===== config.mk =====
export PLATFORM = sky130hd
export DESIGN_NAME = iq_write
export DESIGN_NICKNAME = d
export VERILOG_FILES = /design/src/rtl/iq_write.sv
export SDC_FILE = /design/constraint.sdc
export NUM_CORES = 1
export LEC_CHECK = 0
export CAP_MARGIN = 20
export CORE_AREA = 2 2 102 104
export DETAILED_ROUTE_END_ITERATION = 12
export DIE_AREA = 0 0 104 106
export PLACE_DENSITY = 0.8
export SLEW_MARGIN = 20
export SYNTH_ARGS = -nofsm -noshare
export SYNTH_HDL_FRONTEND = slang
export SYNTH_SLANG_ARGS = --single-unit
export TNS_END_PERCENT = 10

===== constraint.sdc =====
create_clock -name clock -period 2.1 [get_ports clock]
set_input_delay 0.315 -clock clock [delete_from_list [all_inputs] [get_ports clock]]
set_output_delay 0.315 -clock clock [all_outputs]
set_load 0.02 [all_outputs]

===== src/rtl/iq_write.sv =====
// Transmit-side IQ packer: pops quantized I/Q pairs, dequantizes with half-up rounding, packs {Q,I} into one word.
// Optional clamping instead of wrap-around is enabled by defining IQ_WRITE_SAT_EN.
module iq_write #(
  parameter int DATA_WIDTH     = 32,
  parameter int SAMPLE_WIDTH   = 16,
  parameter int QUANTIZE_WIDTH = 10
) (
  input  logic                  clock,
  input  logic                  reset,
  input  logic                  in_valid,
  input  logic [DATA_WIDTH-1:0] i_data_in,
  input  logic [DATA_WIDTH-1:0] q_data_in,
  output logic                  in_rd_en,
  input  logic                  fifo_full,
  output logic                  fifo_wr_en,
  output logic [DATA_WIDTH-1:0] fifo_din,
  output logic                  busy,
  output logic [31:0]           word_count,
  output logic                  sat_event
);

  typedef enum logic [1:0] {
    IDLE    = 2'd0,
    CONVERT = 2'd1,
    WRITE   = 2'd2
  } state_t;

  localparam logic signed [DATA_WIDTH:0] ROUND_C =
    {{DATA_WIDTH{1'b0}}, 1'b1} << (QUANTIZE_WIDTH - 1);
`ifdef IQ_WRITE_SAT_EN
  localparam logic signed [DATA_WIDTH:0] SAT_MAX_C =
    {{(DATA_WIDTH - SAMPLE_WIDTH + 2){1'b0}}, {(SAMPLE_WIDTH - 1){1'b1}}};
  localparam logic signed [DATA_WIDTH:0] SAT_MIN_C =
    {{(DATA_WIDTH - SAMPLE_WIDTH + 2){1'b1}}, {(SAMPLE_WIDTH - 1){1'b0}}};
`endif

  // Returns {clamped_flag, sample}; the extra bit keeps the rounding add from overflowing.
  function automatic logic [SAMPLE_WIDTH:0] dequant(input logic [DATA_WIDTH-1:0] x);
    logic signed [DATA_WIDTH:0] ext_v;
    logic signed [DATA_WIDTH:0] shf_v;
    ext_v = signed'({x[DATA_WIDTH-1], x});
    shf_v = (ext_v + ROUND_C) >>> QUANTIZE_WIDTH;
`ifdef IQ_WRITE_SAT_EN
    if (shf_v > SAT_MAX_C) begin
      return {1'b1, SAT_MAX_C[SAMPLE_WIDTH-1:0]};
    end else if (shf_v < SAT_MIN_C) begin
      return {1'b1, SAT_MIN_C[SAMPLE_WIDTH-1:0]};
    end else begin
      return {1'b0, shf_v[SAMPLE_WIDTH-1:0]};
    end
`else
    return {1'b0, shf_v[SAMPLE_WIDTH-1:0]};
`endif
  endfunction

  state_t                  state_r, state_nx_s;
  logic [DATA_WIDTH-1:0]   i_cap_r, q_cap_r;
  logic [DATA_WIDTH-1:0]   fifo_din_r;
  logic [31:0]             word_count_r;
  logic                    busy_r, sat_event_r;
  logic                    in_rd_en_s, fifo_wr_en_s;
  logic [SAMPLE_WIDTH:0]   i_res_s, q_res_s;

  // Next-state and pop/write strobes; the pop is masked while reset is held.
  always_comb begin
    state_nx_s   = state_r;
    in_rd_en_s   = 1'b0;
    fifo_wr_en_s = 1'b0;
    case (state_r)
      IDLE: begin
        in_rd_en_s = in_valid & reset;
        if (in_valid) begin
          state_nx_s = CONVERT;
        end else begin
          state_nx_s = IDLE;
        end
      end
      CONVERT: begin
        state_nx_s = WRITE;
      end
      WRITE: begin
        if (!fifo_full) begin
          fifo_wr_en_s = 1'b1;
          if (in_valid) begin
            in_rd_en_s = reset;
            state_nx_s = CONVERT;
          end else begin
            state_nx_s = IDLE;
          end
        end else begin
          state_nx_s = WRITE;
        end
      end
      default: begin
        state_nx_s = IDLE;
      end
    endcase
  end

  // Dequantize the captured pair.
  always_comb begin
    i_res_s = dequant(i_cap_r);
    q_res_s = dequant(q_cap_r);
  end

  // State, capture, packing and counters.
  always_ff @(posedge clock or negedge reset) begin
    if (!reset) begin
      state_r      <= IDLE;
      i_cap_r      <= {DATA_WIDTH{1'b0}};
      q_cap_r      <= {DATA_WIDTH{1'b0}};
      fifo_din_r   <= {DATA_WIDTH{1'b0}};
      word_count_r <= 32'd0;
      busy_r       <= 1'b0;
      sat_event_r  <= 1'b0;
    end else begin
      state_r <= state_nx_s;
      busy_r  <= (state_nx_s != IDLE);
      if (in_rd_en_s) begin
        i_cap_r <= i_data_in;
        q_cap_r <= q_data_in;
      end
      if (state_r == CONVERT) begin
        fifo_din_r  <= {q_res_s[SAMPLE_WIDTH-1:0], i_res_s[SAMPLE_WIDTH-1:0]};
        sat_event_r <= i_res_s[SAMPLE_WIDTH] | q_res_s[SAMPLE_WIDTH];
      end else begin
        sat_event_r <= 1'b0;
      end
      if (fifo_wr_en_s) begin
        word_count_r <= word_count_r + 32'd1;
      end
    end
  end

  assign in_rd_en   = in_rd_en_s;
  assign fifo_wr_en = fifo_wr_en_s;
  assign fifo_din   = fifo_din_r;
  assign busy       = busy_r;
  assign word_count = word_count_r;
  assign sat_event  = sat_event_r;

endmodule


# Word-level counts from Yosys, hierarchy flattened
# Index checks and enable logic that the tools add are counted.
[totals]
reg_bits = 119
latchBits = 0
mem_bits_rw = 0
rom_bits = 0
word_cells = 22
memories = 0
[op_classes]
n_addsub = 3
mul = 0
n_div = 0
magnitude_cmp = 0
n_eq_ne = 2
n_shift = 0
n_mux = 8
bitwise = 1
n_reduce_logical = 2
[ops]
columns = ["cell", "n"]
rows = [
  ["$add A26 B11 Y26 const B", 2],
  ["$add A32 B1 Y32 const B", 1],
  ["$pmux W2 S3", 1],
  ["$mux W1", 5],
  ["$eq A2 B1 Y1 const B", 1],
  ["$eq A2 B2 Y1 const B", 1],
  ["$logic_not A2 Y1", 1],
  ["$mux W2", 1],
  ["$pmux W1 S2", 1],
  ["$reduce_bool A2 Y1", 1],
  ["$and A1 B1 Y1", 1],
]

# Depth between registers and ports, before layout
[logic_depth]
word_depth = 4
depth_mapped = 6
mapped_depth_nobuf = 5

# Least setup slack after synthesis
# OpenSTA, ideal clock, no wires.
[synth_timing]
path_kind = "reg-to-reg"
from = "register word_count_r[0] (netlist: word_count[0])"
to = "register word_count_r[28] (netlist: word_count[28])"
arrival_ns = 1.564
required_time_ns = 2.020
path_slack_ns = 0.456
path_stages_with_launch = 6
synth_period_minus_slack_ns = 1.644
cell_sequence = "dfrtp_1 -> ha_1 -> and4bb_2 -> nand4_4 -> nor4_2 -> xor2_1"
[synth_between]
elab_chain_cells = 1
[synth_lines]
columns = ["item", "line", "text"]
rows = [
  ["from (decl)", "59", "logic [31:0] word_count_r;"],
  ["from (signal assigned)", "130", "word_count_r <= word_count_r + 32'd1;"],
  ["$add A32 B1 Y32", "130", ""],
]
# No other way between the ends.
# A chain may end at the register's enable or synchronous reset.

# Worst setup path after layout
[layout_timing]
from = "input port fifo_full"
to = "output port fifo_wr_en"
[layout_between]
elab_chain_cells = 2
[layout_lines]
columns = ["item", "line", "text"]
rows = [
  ["from (decl)", "14", "input logic fifo_full,"],
  ["$mux W1", "82", "if (!fifo_full) begin"],
  ["$mux W1", "69", "case (state_r)"],
  ["to (decl)", "15", "output logic fifo_wr_en,"],
]
# No other way between the ends.

==> impl_metrics.yaml <==
timing:
  finalWorstSetupSlack_ps: 65.09
  finalCritPeriodShare: 0.9690
  hold_violations: 0
  fin_worst_skew_ps: 8.305
  worst_pin_slew_ps: 513.2
  setup_viol: 0
  drv_slew: 0
  slew_headroom: 0.6579
  min_period_ps: 2035
  fmax_mhz: 491.4
  rsz0062_at_grt: "no"
pwr:
  p_seq_frac: 0.466
  max-vdd-ir-drop_v: 0.0005437
  switchingPower_w: 0.002221
  p_clk_frac: 0.194
  leakagePower_nw: 2.588
  p_per_area_mw_per_mm2: 1059
  p_int_w: 0.004219
  power_w: 0.006440
  comb_power_share: 0.340
  switching_share: 0.3449
setup_path:
  start_kind: "primary input"
  cp.required_ps: 1780
  max_stage_delay_ps: 640
  worstPathCellList: "clkdlybuf4s50_1, nor3b_4, clkdlybuf4s50_1"
  timing.setup.critical_path_class: "primary input to output port"
  cpMostUsedCell: "clkdlybuf4s50_1"
  cp_slowest_cell: "clkdlybuf4s50_1"
  cp.arrival_ps: 1720
  cp_top_family: "buffers and inverters"
  crit_fanout: 4
  worst-path-buf-inv: 2
  crit_path_end_kind: "output port"
logic_synthesis:
  yosysTopAreaCellShare: 0.5401
  synth_area_leaders: "dfrtp_1 (54%), mux2_2 (6.3%), xor2_1 (5.8%)"
  ys_warn_count: 0
  synth_ff_type: "dfrtp_1"
  syn_avg_cell_area_um2: 11.50
  yosysSeqAreaShare: 0.5401
  netlist_instances: 407
  synth_area_mm2: 0.004679
  syn-num-nets: 478
  synth_common_cells: "dfrtp_1 (101), nand2_1 (53), xor2_1 (31)"
  synthArstFlopShare: 1.000
  yosysMostFrequentCell: "dfrtp_1"
  synth.distinct_cells: 37
  synth-seq-cells: 101
  yosysTopAreaCell: "dfrtp_1"
  synth_edf_count: 0
clock_tree:
  cts.path.max_buffers: 2
  htree_levels: 3
  cts-root-buf: "clkbuf_8"
  clk_pin_slew_ps: 90
  post-cts-setup-buffers: 0
  cts_tree: "done"
  cts_made_buffers: 9
  clock_latency_ps: 350
  clock-sinks: 101
cells_and_area:
  drive_gt1_frac: 0.1313
  diodes: 0
  final_area_mm2: 0.006081
  layout.nets: 585
  area_growth_pct: 29.95
die:
  io_pins: 136
  design.die.area_mm2: 0.01102
  start_util: 0.4680
  rows: 37
  die_w_um: 104
  die_h_um: 106
  core_mm2: 0.01000
detailed_routing:
  routed_wl_mm: 9.762
  dr.pass1.iters: 4
  drcViolationCount: 0
  wl_per_cell_um: 14.93
  drtIter0Drc: 126
  vias_per_cell: 5.164
  antenna_left: 0
  vias: 3377
placement:
  routabilityCongestion: 0.8212
  dp_hpwl_mm: 7.001
  portBuffers: 104
  dpl_cell_area_mm2: 0.005874
  pre_cts_slack_ps: -12.08
global_route:
  grt_pass1_vias: 3337
  grt_pass1_wl_mm: 16.39
  antenna_found_initial: 0
  grt_start_max_net_pins: 102
  grt.total_usage: 0.1854
  grt_remaining_overflow: 0
outcome:
  status: "finished, final reports clean"
run:
  max-cap-violations: 0
min_path:
  hold_path.class: "primary input to async pin"
cell families (layout without fill, tap and decap cells):
family	Yosys count	in the layout	share of synthesized area
multiplexers	35	35	0.08423
AND/OR/NAND/NOR	154	154	0.1947
flip-flops	101	101	0.5401
XOR/XNOR	59	59	0.1104
AO/OA/AOI/OAI	33	33	0.03743
buffers and inverters	21	132	0.02433
other	1	1	0.0008014
adder cells (fa/ha/maj)	3	3	0.008022
per-stage QoR:
| step | instances | util | TNS [ps] | hold slack, ps |
|---|---|---|---|---|
| 2_1_floorplan | 407 | - | 0 | 19.41 |
| 3_3_place_gp | 639 | 0.5875 | 0 | 435.6 |
| 3_5_place_dp | 639 | 0.5875 | -33.06 | 447.4 |
| 4_1_cts | 654 | 0.6079 | 0 | 46.59 |
| 5_1_grt | 654 | 0.6081 | 0 | 62.72 |
| 6_report | 654 | 0.6081 | 0 | 39.23 |
worst paths after layout:
check                          startpoint        endpoint  slack (ps)  cells after the start
setup / recovery                fifo_full      fifo_wr_en          70                      3
hold / removal                      reset      state_r[0]          40                      2
setup reg to reg               q_cap_r[9]    fifo_din[31]         400                      5
hold reg to reg            word_count[31]  word_count[31]         470                      1
max in group asynchronous           reset            busy        1700                      2
min in group clock         word_count[31]  word_count[31]         470                      1
power by group through the flow:
stage               registers [W]  logic, W  clock network [W]
floorplan                 0.00337  0.000767                  0
global placement          0.00301   0.00216                  0
detailed placement        0.00303   0.00221                  0
CTS                       0.00300   0.00222            0.00129
global route              0.00310   0.00237            0.00137
finish                    0.00300   0.00219            0.00125
flip-flops by register name, indices dropped and copies added (netlist names):
register,count
word_count,32
fifo_din,32
busy,1
state_r,2
i_cap_r,17
q_cap_r,17
per-layer routing:
metal,vias to the layer above,wire length [µm],part of all wire,global-route usage
met5,-,0,0,0
met4,0,209,0.021,0.08880
met3,15,293,0.030,0.02636
met2,63,4912,0.50,0.3087
met1,1664,4346,0.45,0.2400
li1,1635,-,-,-
layout make-up:
type / count / area, µm²
fill: 865 / 3919
sequential: 101 / 2527
multi-input combinational: 285 / 2048
timing repair buffer: 111 / 1114
tap: 136 / 170.2
clock buffer: 11 / 151.4
clock inverter: 4 / 47.55
inverter: 6 / 22.52
timing repair:
item / 4_1_cts / 5_1_grt
cloned: 0 / 0
hold buffers: 0 / 0
endpoints found under the setup margin: 1 / 2
gates resized for setup: 1 / 1
pin swaps: 0 / 1
placed cells by master (no fill, tap or decap), types with 2 or more instances in the layout:
cell               n
clkinv_2           2
clkdlybuf4s50_1  102
nand2_1           53
o21ai_0           29
nand4_1           15
xor2_1            31
buf_4              7
mux2_2            26
nand3_1           18
nor3_1            11
and3_1            10
mux2_1             9
dfrtp_1          101
clkbuf_8          11
xnor2_1           28
and4_1             6
nor4_2             6
and2_1             4
buf_12             2
ha_1               3
nor4_1             8
nand4_4            3
a31oi_1            2
inv_1              6
nor2_1             9
No activity file was read; power rests on OpenSTA's default activity.
